$ cat src/rtl/id_hazard_scoreboard_pkg.sv
// Shared constants and types for the ID-stage hazard scoreboard.
//   NREG_DEF / AW_DEF / LAT_W_DEF : default register-file geometry
//   LAT_ALU / LAT_LOAD            : producer latencies until a forwarding bus is reached
//   stop_e                        : stall decision (NoStop / Stop)
package id_hazard_scoreboard_pkg;

  localparam int unsigned NREG_DEF  = 32;
  localparam int unsigned AW_DEF    = 5;
  localparam int unsigned LAT_W_DEF = 3;

  localparam int unsigned LAT_ALU  = 0;
  localparam int unsigned LAT_LOAD = 1;

  typedef enum logic {
    NoStop = 1'b0,
    Stop   = 1'b1
  } stop_e;

endpackage

$ cat src/rtl/id_hazard_scoreboard_if.sv
// Interface between the ID decode stage and the hazard scoreboard.
//   master : ID stage; drives sources, destination, hold/flush; sees stall results
//   slave  : scoreboard; consumes decode info, returns stall/issue/busy/perf count
interface id_hazard_scoreboard_if
  import id_hazard_scoreboard_pkg::*;
#(
  parameter int unsigned NREG  = NREG_DEF,
  parameter int unsigned AW    = AW_DEF,
  parameter int unsigned NSRC  = 2,
  parameter int unsigned LAT_W = LAT_W_DEF,
  parameter int unsigned CNT_W = 32
);

  logic [NSRC-1:0]    src_en;
  logic [NSRC*AW-1:0] src_addr;
  logic               issue_valid;
  logic               dst_we;
  logic [AW-1:0]      dst_addr;
  logic [LAT_W-1:0]   dst_lat;
  logic               hold;
  logic               flush;
  logic               stallreq;
  logic [NSRC-1:0]    stall_src;
  logic [NREG-1:0]    busy_vec;
  logic               issue_fire;
  logic [CNT_W-1:0]   stall_cycles;

  modport master (
    output src_en, src_addr, issue_valid, dst_we, dst_addr, dst_lat, hold, flush,
    input  stallreq, stall_src, busy_vec, issue_fire, stall_cycles
  );

  modport slave (
    input  src_en, src_addr, issue_valid, dst_we, dst_addr, dst_lat, hold, flush,
    output stallreq, stall_src, busy_vec, issue_fire, stall_cycles
  );

endinterface

$ cat src/rtl/id_lat_counter.sv
// Per-register result-latency counter.
//   clk, rst (async, active-low)
//   hold_i     : freeze the counter
//   load_i     : load load_val_i (takes priority over decrement)
//   load_val_i : latency of the newly issued producer
//   cnt_o      : remaining cycles until the result is forwardable
//   busy_o     : cnt_o != 0
module id_lat_counter #(
  parameter int unsigned LAT_W = 3
) (
  input  logic             clk,
  input  logic             rst,
  input  logic             hold_i,
  input  logic             load_i,
  input  logic [LAT_W-1:0] load_val_i,
  output logic [LAT_W-1:0] cnt_o,
  output logic             busy_o
);

  logic [LAT_W-1:0] cnt_d, cnt_q;

  always_comb begin
    cnt_d = cnt_q;
    if (!hold_i) begin
      if (load_i) begin
        cnt_d = load_val_i;
      end else if (cnt_q != '0) begin
        cnt_d = cnt_q - LAT_W'(1);
      end
    end
  end

  always_ff @(posedge clk or negedge rst) begin
    if (!rst) begin
      cnt_q <= '0;
    end else begin
      cnt_q <= cnt_d;
    end
  end

  assign cnt_o  = cnt_q;
  assign busy_o = (cnt_q != '0);

endmodule

$ cat src/rtl/id_hazard_scoreboard.sv
// ID-stage RAW hazard scoreboard.
//   clk, rst (async, active-low)
//   bus (slave) : decode sources/destination, hold/flush in; stallreq, stall_src,
//                 issue_fire, busy_vec and stall_cycles perf counter out
// Each architectural register (except r0) has a latency counter; a source whose
// counter is nonzero stalls ID.
module id_hazard_scoreboard
  import id_hazard_scoreboard_pkg::*;
#(
  parameter int unsigned NREG  = NREG_DEF,
  parameter int unsigned AW    = AW_DEF,
  parameter int unsigned NSRC  = 2,
  parameter int unsigned LAT_W = LAT_W_DEF,
  parameter int unsigned CNT_W = 32
) (
  input logic                   clk,
  input logic                   rst,
  id_hazard_scoreboard_if.slave bus
);

  logic [LAT_W-1:0] cnt [NREG];
  logic [NREG-1:0]  busy;
  logic [NSRC-1:0]  stall_src;
  stop_e            stall_state;
  logic             stallreq;
  logic             issue_fire;
  logic [CNT_W-1:0] stall_cycles_d, stall_cycles_q;

  // r0 is hardwired zero, so it never carries a hazard.
  assign cnt[0]  = '0;
  assign busy[0] = 1'b0;

  for (genvar r = 1; r < NREG; r++) begin : g_cnt
    logic load;
    assign load = issue_fire & bus.dst_we & (bus.dst_addr == AW'(r));

    id_lat_counter #(
      .LAT_W(LAT_W)
    ) u_cnt (
      .clk       (clk),
      .rst       (rst),
      .hold_i    (bus.hold),
      .load_i    (load),
      .load_val_i(bus.dst_lat),
      .cnt_o     (cnt[r]),
      .busy_o    (busy[r])
    );
  end

  // Sources are checked against current (pre-issue) counters, so an instruction
  // reading its own destination only waits for older producers.
  always_comb begin
    logic [AW-1:0] addr;
    addr      = '0;
    stall_src = '0;
    for (int i = 0; i < int'(NSRC); i++) begin
      addr         = bus.src_addr[i*AW +: AW];
      stall_src[i] = bus.src_en[i] & bus.issue_valid & (addr != '0) & (cnt[addr] != '0);
    end
  end

  always_comb begin
    stall_state = NoStop;
    if (|stall_src && !bus.flush) begin
      stall_state = Stop;
    end
  end

  assign stallreq   = (stall_state == Stop);
  assign issue_fire = bus.issue_valid & ~stallreq & ~bus.flush & ~bus.hold;

  always_comb begin
    stall_cycles_d = stall_cycles_q;
    if (stallreq && !(&stall_cycles_q)) begin
      stall_cycles_d = stall_cycles_q + CNT_W'(1);
    end
  end

  always_ff @(posedge clk or negedge rst) begin
    if (!rst) begin
      stall_cycles_q <= '0;
    end else begin
      stall_cycles_q <= stall_cycles_d;
    end
  end

  assign bus.stallreq     = stallreq;
  assign bus.stall_src    = stall_src;
  assign bus.busy_vec     = busy;
  assign bus.issue_fire   = issue_fire;
  assign bus.stall_cycles = stall_cycles_q;

endmodule

$ cat src/flat_wrapper.sv
// flat-port wrapper written by rule: the top's interface ports become plain ports
module id_hazard_scoreboard_flat import id_hazard_scoreboard_pkg::*;
#(
  parameter int unsigned NREG  = NREG_DEF,
  parameter int unsigned AW    = AW_DEF,
  parameter int unsigned NSRC  = 2,
  parameter int unsigned LAT_W = LAT_W_DEF,
  parameter int unsigned CNT_W = 32
)
  (clk, rst, bus_src_en, bus_src_addr, bus_issue_valid, bus_dst_we, bus_dst_addr, bus_dst_lat, bus_hold, bus_flush, bus_stallreq, bus_stall_src, bus_busy_vec, bus_issue_fire, bus_stall_cycles);
  id_hazard_scoreboard_if #(.NREG(NREG), .AW(AW), .NSRC(NSRC), .LAT_W(LAT_W), .CNT_W(CNT_W)) bus_i ();
  input logic clk;
  input logic rst;
  input wire logic [$bits(bus_i.src_en)-1:0] bus_src_en;
  input wire logic [$bits(bus_i.src_addr)-1:0] bus_src_addr;
  input wire logic [$bits(bus_i.issue_valid)-1:0] bus_issue_valid;
  input wire logic [$bits(bus_i.dst_we)-1:0] bus_dst_we;
  input wire logic [$bits(bus_i.dst_addr)-1:0] bus_dst_addr;
  input wire logic [$bits(bus_i.dst_lat)-1:0] bus_dst_lat;
  input wire logic [$bits(bus_i.hold)-1:0] bus_hold;
  input wire logic [$bits(bus_i.flush)-1:0] bus_flush;
  output wire logic [$bits(bus_i.stallreq)-1:0] bus_stallreq;
  output wire logic [$bits(bus_i.stall_src)-1:0] bus_stall_src;
  output wire logic [$bits(bus_i.busy_vec)-1:0] bus_busy_vec;
  output wire logic [$bits(bus_i.issue_fire)-1:0] bus_issue_fire;
  output wire logic [$bits(bus_i.stall_cycles)-1:0] bus_stall_cycles;
  assign bus_i.src_en = bus_src_en;
  assign bus_i.src_addr = bus_src_addr;
  assign bus_i.issue_valid = bus_issue_valid;
  assign bus_i.dst_we = bus_dst_we;
  assign bus_i.dst_addr = bus_dst_addr;
  assign bus_i.dst_lat = bus_dst_lat;
  assign bus_i.hold = bus_hold;
  assign bus_i.flush = bus_flush;
  assign bus_stallreq = bus_i.stallreq;
  assign bus_stall_src = bus_i.stall_src;
  assign bus_busy_vec = bus_i.busy_vec;
  assign bus_issue_fire = bus_i.issue_fire;
  assign bus_stall_cycles = bus_i.stall_cycles;
  id_hazard_scoreboard #(.NREG(NREG), .AW(AW), .NSRC(NSRC), .LAT_W(LAT_W), .CNT_W(CNT_W)) u_core (.clk(clk), .rst(rst), .bus(bus_i));
endmodule
$ cat config.mk
export PLATFORM = sky130hd
export DESIGN_NAME = id_hazard_scoreboard_flat
export DESIGN_NICKNAME = d
export VERILOG_FILES = /design/src/rtl/id_hazard_scoreboard_pkg.sv /design/src/rtl/id_hazard_scoreboard_if.sv /design/src/rtl/id_lat_counter.sv /design/src/rtl/id_hazard_scoreboard.sv /design/src/flat_wrapper.sv
export SDC_FILE = /design/constraint.sdc
export NUM_CORES = 1
export LEC_CHECK = 0
export ABC_AREA = 1
export BUFFER_PORTS_ARGS = -buffer_cell sky130_fd_sc_hd__buf_4
export CAP_MARGIN = 20
export CORE_ASPECT_RATIO = 0.75
export CORE_MARGIN = 2
export CORE_UTILIZATION = 29
export CTS_BUF_LIST = sky130_fd_sc_hd__clkbuf_8
export DETAILED_ROUTE_END_ITERATION = 12
export HOLD_SLACK_MARGIN = 0.05
export PLACE_DENSITY = 0.41
export SLEW_MARGIN = 20
export SYNTH_ARGS = -nofsm -noshare
export SYNTH_HDL_FRONTEND = slang
export SYNTH_HIERARCHICAL = 1
export SYNTH_SLANG_ARGS = --single-unit
$ cat constraint.sdc
create_clock -name clk -period 3.1 [get_ports clk]
set_clock_uncertainty 0.1 [all_clocks]
set_input_delay 0.155 -clock clk [delete_from_list [all_inputs] [get_ports clk]]
set_output_delay 0.155 -clock clk [all_outputs]
set_load 0.01 [all_outputs]
==> reports/metrics.yaml <==
outcome:
  status: "finished clean"
critical_path:
  worstPathRequired_ns: 2.84
  path_class: "reg2out"
  worst-path-max-fanout: 33
  start_kind: "flop"
  r2r_slack_ns: 0.30
  cp-end-kind: "output port"
  cp.arrival_ns: 2.59
final_layout:
  area_growth_pct: 16.8
  final_common_cell: "nand2_1"
  final_cell_area_mm2: 0.0128
  multi_input_area_mm2: 0.00659
  final_cell_mix: "537 x nand2_1, 176 x inv_1, 129 x nor2_1"
  final.fill_count: 4038
  diodes: 0
  final_nets: 1840
  drive_above_1_share_pct: 24.3
  seq_area_mm2: 0.00313
cts:
  clkSlewWorstSetupHoldPaths_ns: 0.08
  cts_root_buf: "clkbuf_8"
  tritoncts: "built"
  clockBufferDepth: 2
  cts_setup_buffers: 0
  cts_made_buffers: 17
  insertion_delay_ns: 0.50
  cts-htree-levels: 4
  clock-sinks: 125
synthesis:
  synth-main-ff-cell: "dfrtp_1"
  yosys_warnings: 6
  yosysTopAreaCell: "dfrtp_1"
  avgSynthCellArea_um2: 6.71
  synth.distinct_cells: 33
  synth_edf_count: 0
  async_reset_ff_share_pct: 100
  synthesis.area_mm2: 0.0110
  synth-seq-cells: 125
  synthCells: 1633
  syn_nets: 1722
  synth_top_area_share_pct: 28.6
  yosysSeqAreaShare_pct: 28.6
  synth.area.top_cells: "dfrtp_1 29%, nand2_1 18%, ha_1 7.2%"
sta:
  finalSetupTns_ns: 0
  slew_violations: 0
  fin_crit_sh_pct: 91.7
  min_period_ns: 2.84
  worst_pin_slew_ns: 0.881
  timing.fmax_mhz: 352
  hold_viol: 0
  slew_headroom_pct: 40.8
  holdWs_ns: 0.0709
  setup_violations: 0
  rsz0062_at_grt: "no"
global_routing:
  grt_pass1_vias: 9793
  grt_max_degree: 57
  grt_usage_pct: 19.0
  grt_pass1_wl_mm: 57.2
  grt.overflow.total: 0
  antenna_found_initial: 0
floorplan:
  initial_utilization_pct: 29.5
  rows: 61
  num_io_pins: 94
  die_x_um: 228
  die_h_um: 172
  coreArea_mm2: 0.0372
  die_area_mm2: 0.0394
pwr:
  cellPowerDensity_mw_per_mm2: 822
  ir_drop_uv: 307
  total_power_w: 0.0105
  p_leak_nw: 6.68
drt:
  routed_wl_mm: 36.1
  viasPerCell: 4.52
  route.detailed.drc: 0
  num_vias: 10200
  first_pass_iters: 5
  postRouteAntennaNets: 0
  first_iter_violations: 791
  avgRoutedWirePerCell_um: 15.9
place:
  port_buffers: 92
  placed_area_mm2: 0.0124
  hpwl_mm: 27.3
  gp_congestion: 0.917
flow_run:
  maxCapViolCount: 0
min_path:
  min_path_type: "in2async"
-- report_power, final --
| group | switching, W | leakage [nW] | internal [W] |
|---|---|---|---|
| Combinational | 0.00353 | 4.89 | 0.00244 |
| Clock | 0.000759 | 0.201 | 0.000800 |
| Sequential | 0.000732 | 1.59 | 0.00225 |
-- layout make-up --
class	instances	area share, %
Multi-Input combinational cell	1189	51.5
Sequential cell	125	24.4
Inverter	301	8.83
Timing Repair Buffer	117	7.16
Tap cell	504	4.93
Clock buffer	18	1.94
Clock inverter	13	1.17
-- registers in the layout, indices dropped and copies added, names as in the netlist --
register and cells:
u_core/g_cnt.u_cnt/cnt_o 93, u_core/bus.stall_cycles 32
-- per-layer routing --
layer | global-route usage [%] | wire length [µm] | share of wire, %
met1 | 29.0 | 19500 | 54
met2 | 27.0 | 14400 | 40
met3 | 3.97 | 1870 | 5.2
met4 | 4.38 | 318 | 0.88
met5 | 0 | 0 | 0
-- critical path: stages, from the launching register on --
cell and delay (ns):
dfrtp_1 0.57, inv_1 0.07, nand3_1 0.09, nand3_1 0.08
nor2_1 0.10, nor2_1 0.05, nand2_1 0.07, nand2_1 0.05
nand3_1 0.07, nand3_2 0.09, buf_4 0.18, a21oi_4 0.20
buf_6 0.29, buf_4 0.18
-- cell families (layout without fill, tap and decap cells) --
logic type	after synthesis	count (layout)	synth area share (%)
compound gates	142	142	7.67
other cells	1	1	0.0342
fa+ha+maj	63	63	7.20
xor+xnor	30	30	2.40
flops	125	125	28.6
simple gates	953	953	42.9
buf+inv	319	449	11.3
-- path summary, 6_finish.rpt --
kind	startpoint	to	cells past startpoint
max	u_core/g_cnt[23].u_cnt/cnt_o[2]	bus_stallreq	13
min	rst	u_core/g_cnt[26].u_cnt/cnt_o[1]	2
max reg2reg	u_core/g_cnt[5].u_cnt/cnt_o[0]	u_core/g_cnt[11].u_cnt/cnt_o[1]	19
min reg2reg	u_core/g_cnt[5].u_cnt/cnt_o[1]	u_core/g_cnt[5].u_cnt/cnt_o[1]	2
max in group asynchronous	rst	u_core/g_cnt[6].u_cnt/cnt_o[0]	3
min in group clk	bus_flush	u_core/bus.stall_cycles[16]	5
-- stage by stage --
step / utilization, % / cells / setup WS (ns)
floorplan: - / 1633 / 0.681
global placement: 33.3 / 2234 / 0.199
detailed placement: 33.3 / 2234 / 0.204
CTS: 34.4 / 2267 / 0.128
global route: 34.4 / 2267 / 0.00596
finish: 34.4 / 2267 / 0.258
-- repair_timing --
| action | in CTS | in global routing |
|---|---|---|
| hold buffers | 2 | 0 |
| endpoints found under the hold margin | 140 | 0 |
| resized for setup | 0 | 3 |
| endpoints found under the setup margin | 0 | 5 |
-- synth_stat cells, types with 9 or more instances --
master,n
nand2_4,31
ha_1,63
dfrtp_1,125
a21oi_1,37
o21ai_1,63
xor2_1,28
inv_2,126
nand2_2,33
nor2_2,15
inv_1,175
o21ai_2,31
o21ai_0,9
nor2_1,131
nor3_1,16
nand3_4,31
nand4_1,17
nand3_1,116
nand2_1,537
nor4_1,10
No activity file was read; power rests on OpenSTA's default activity.
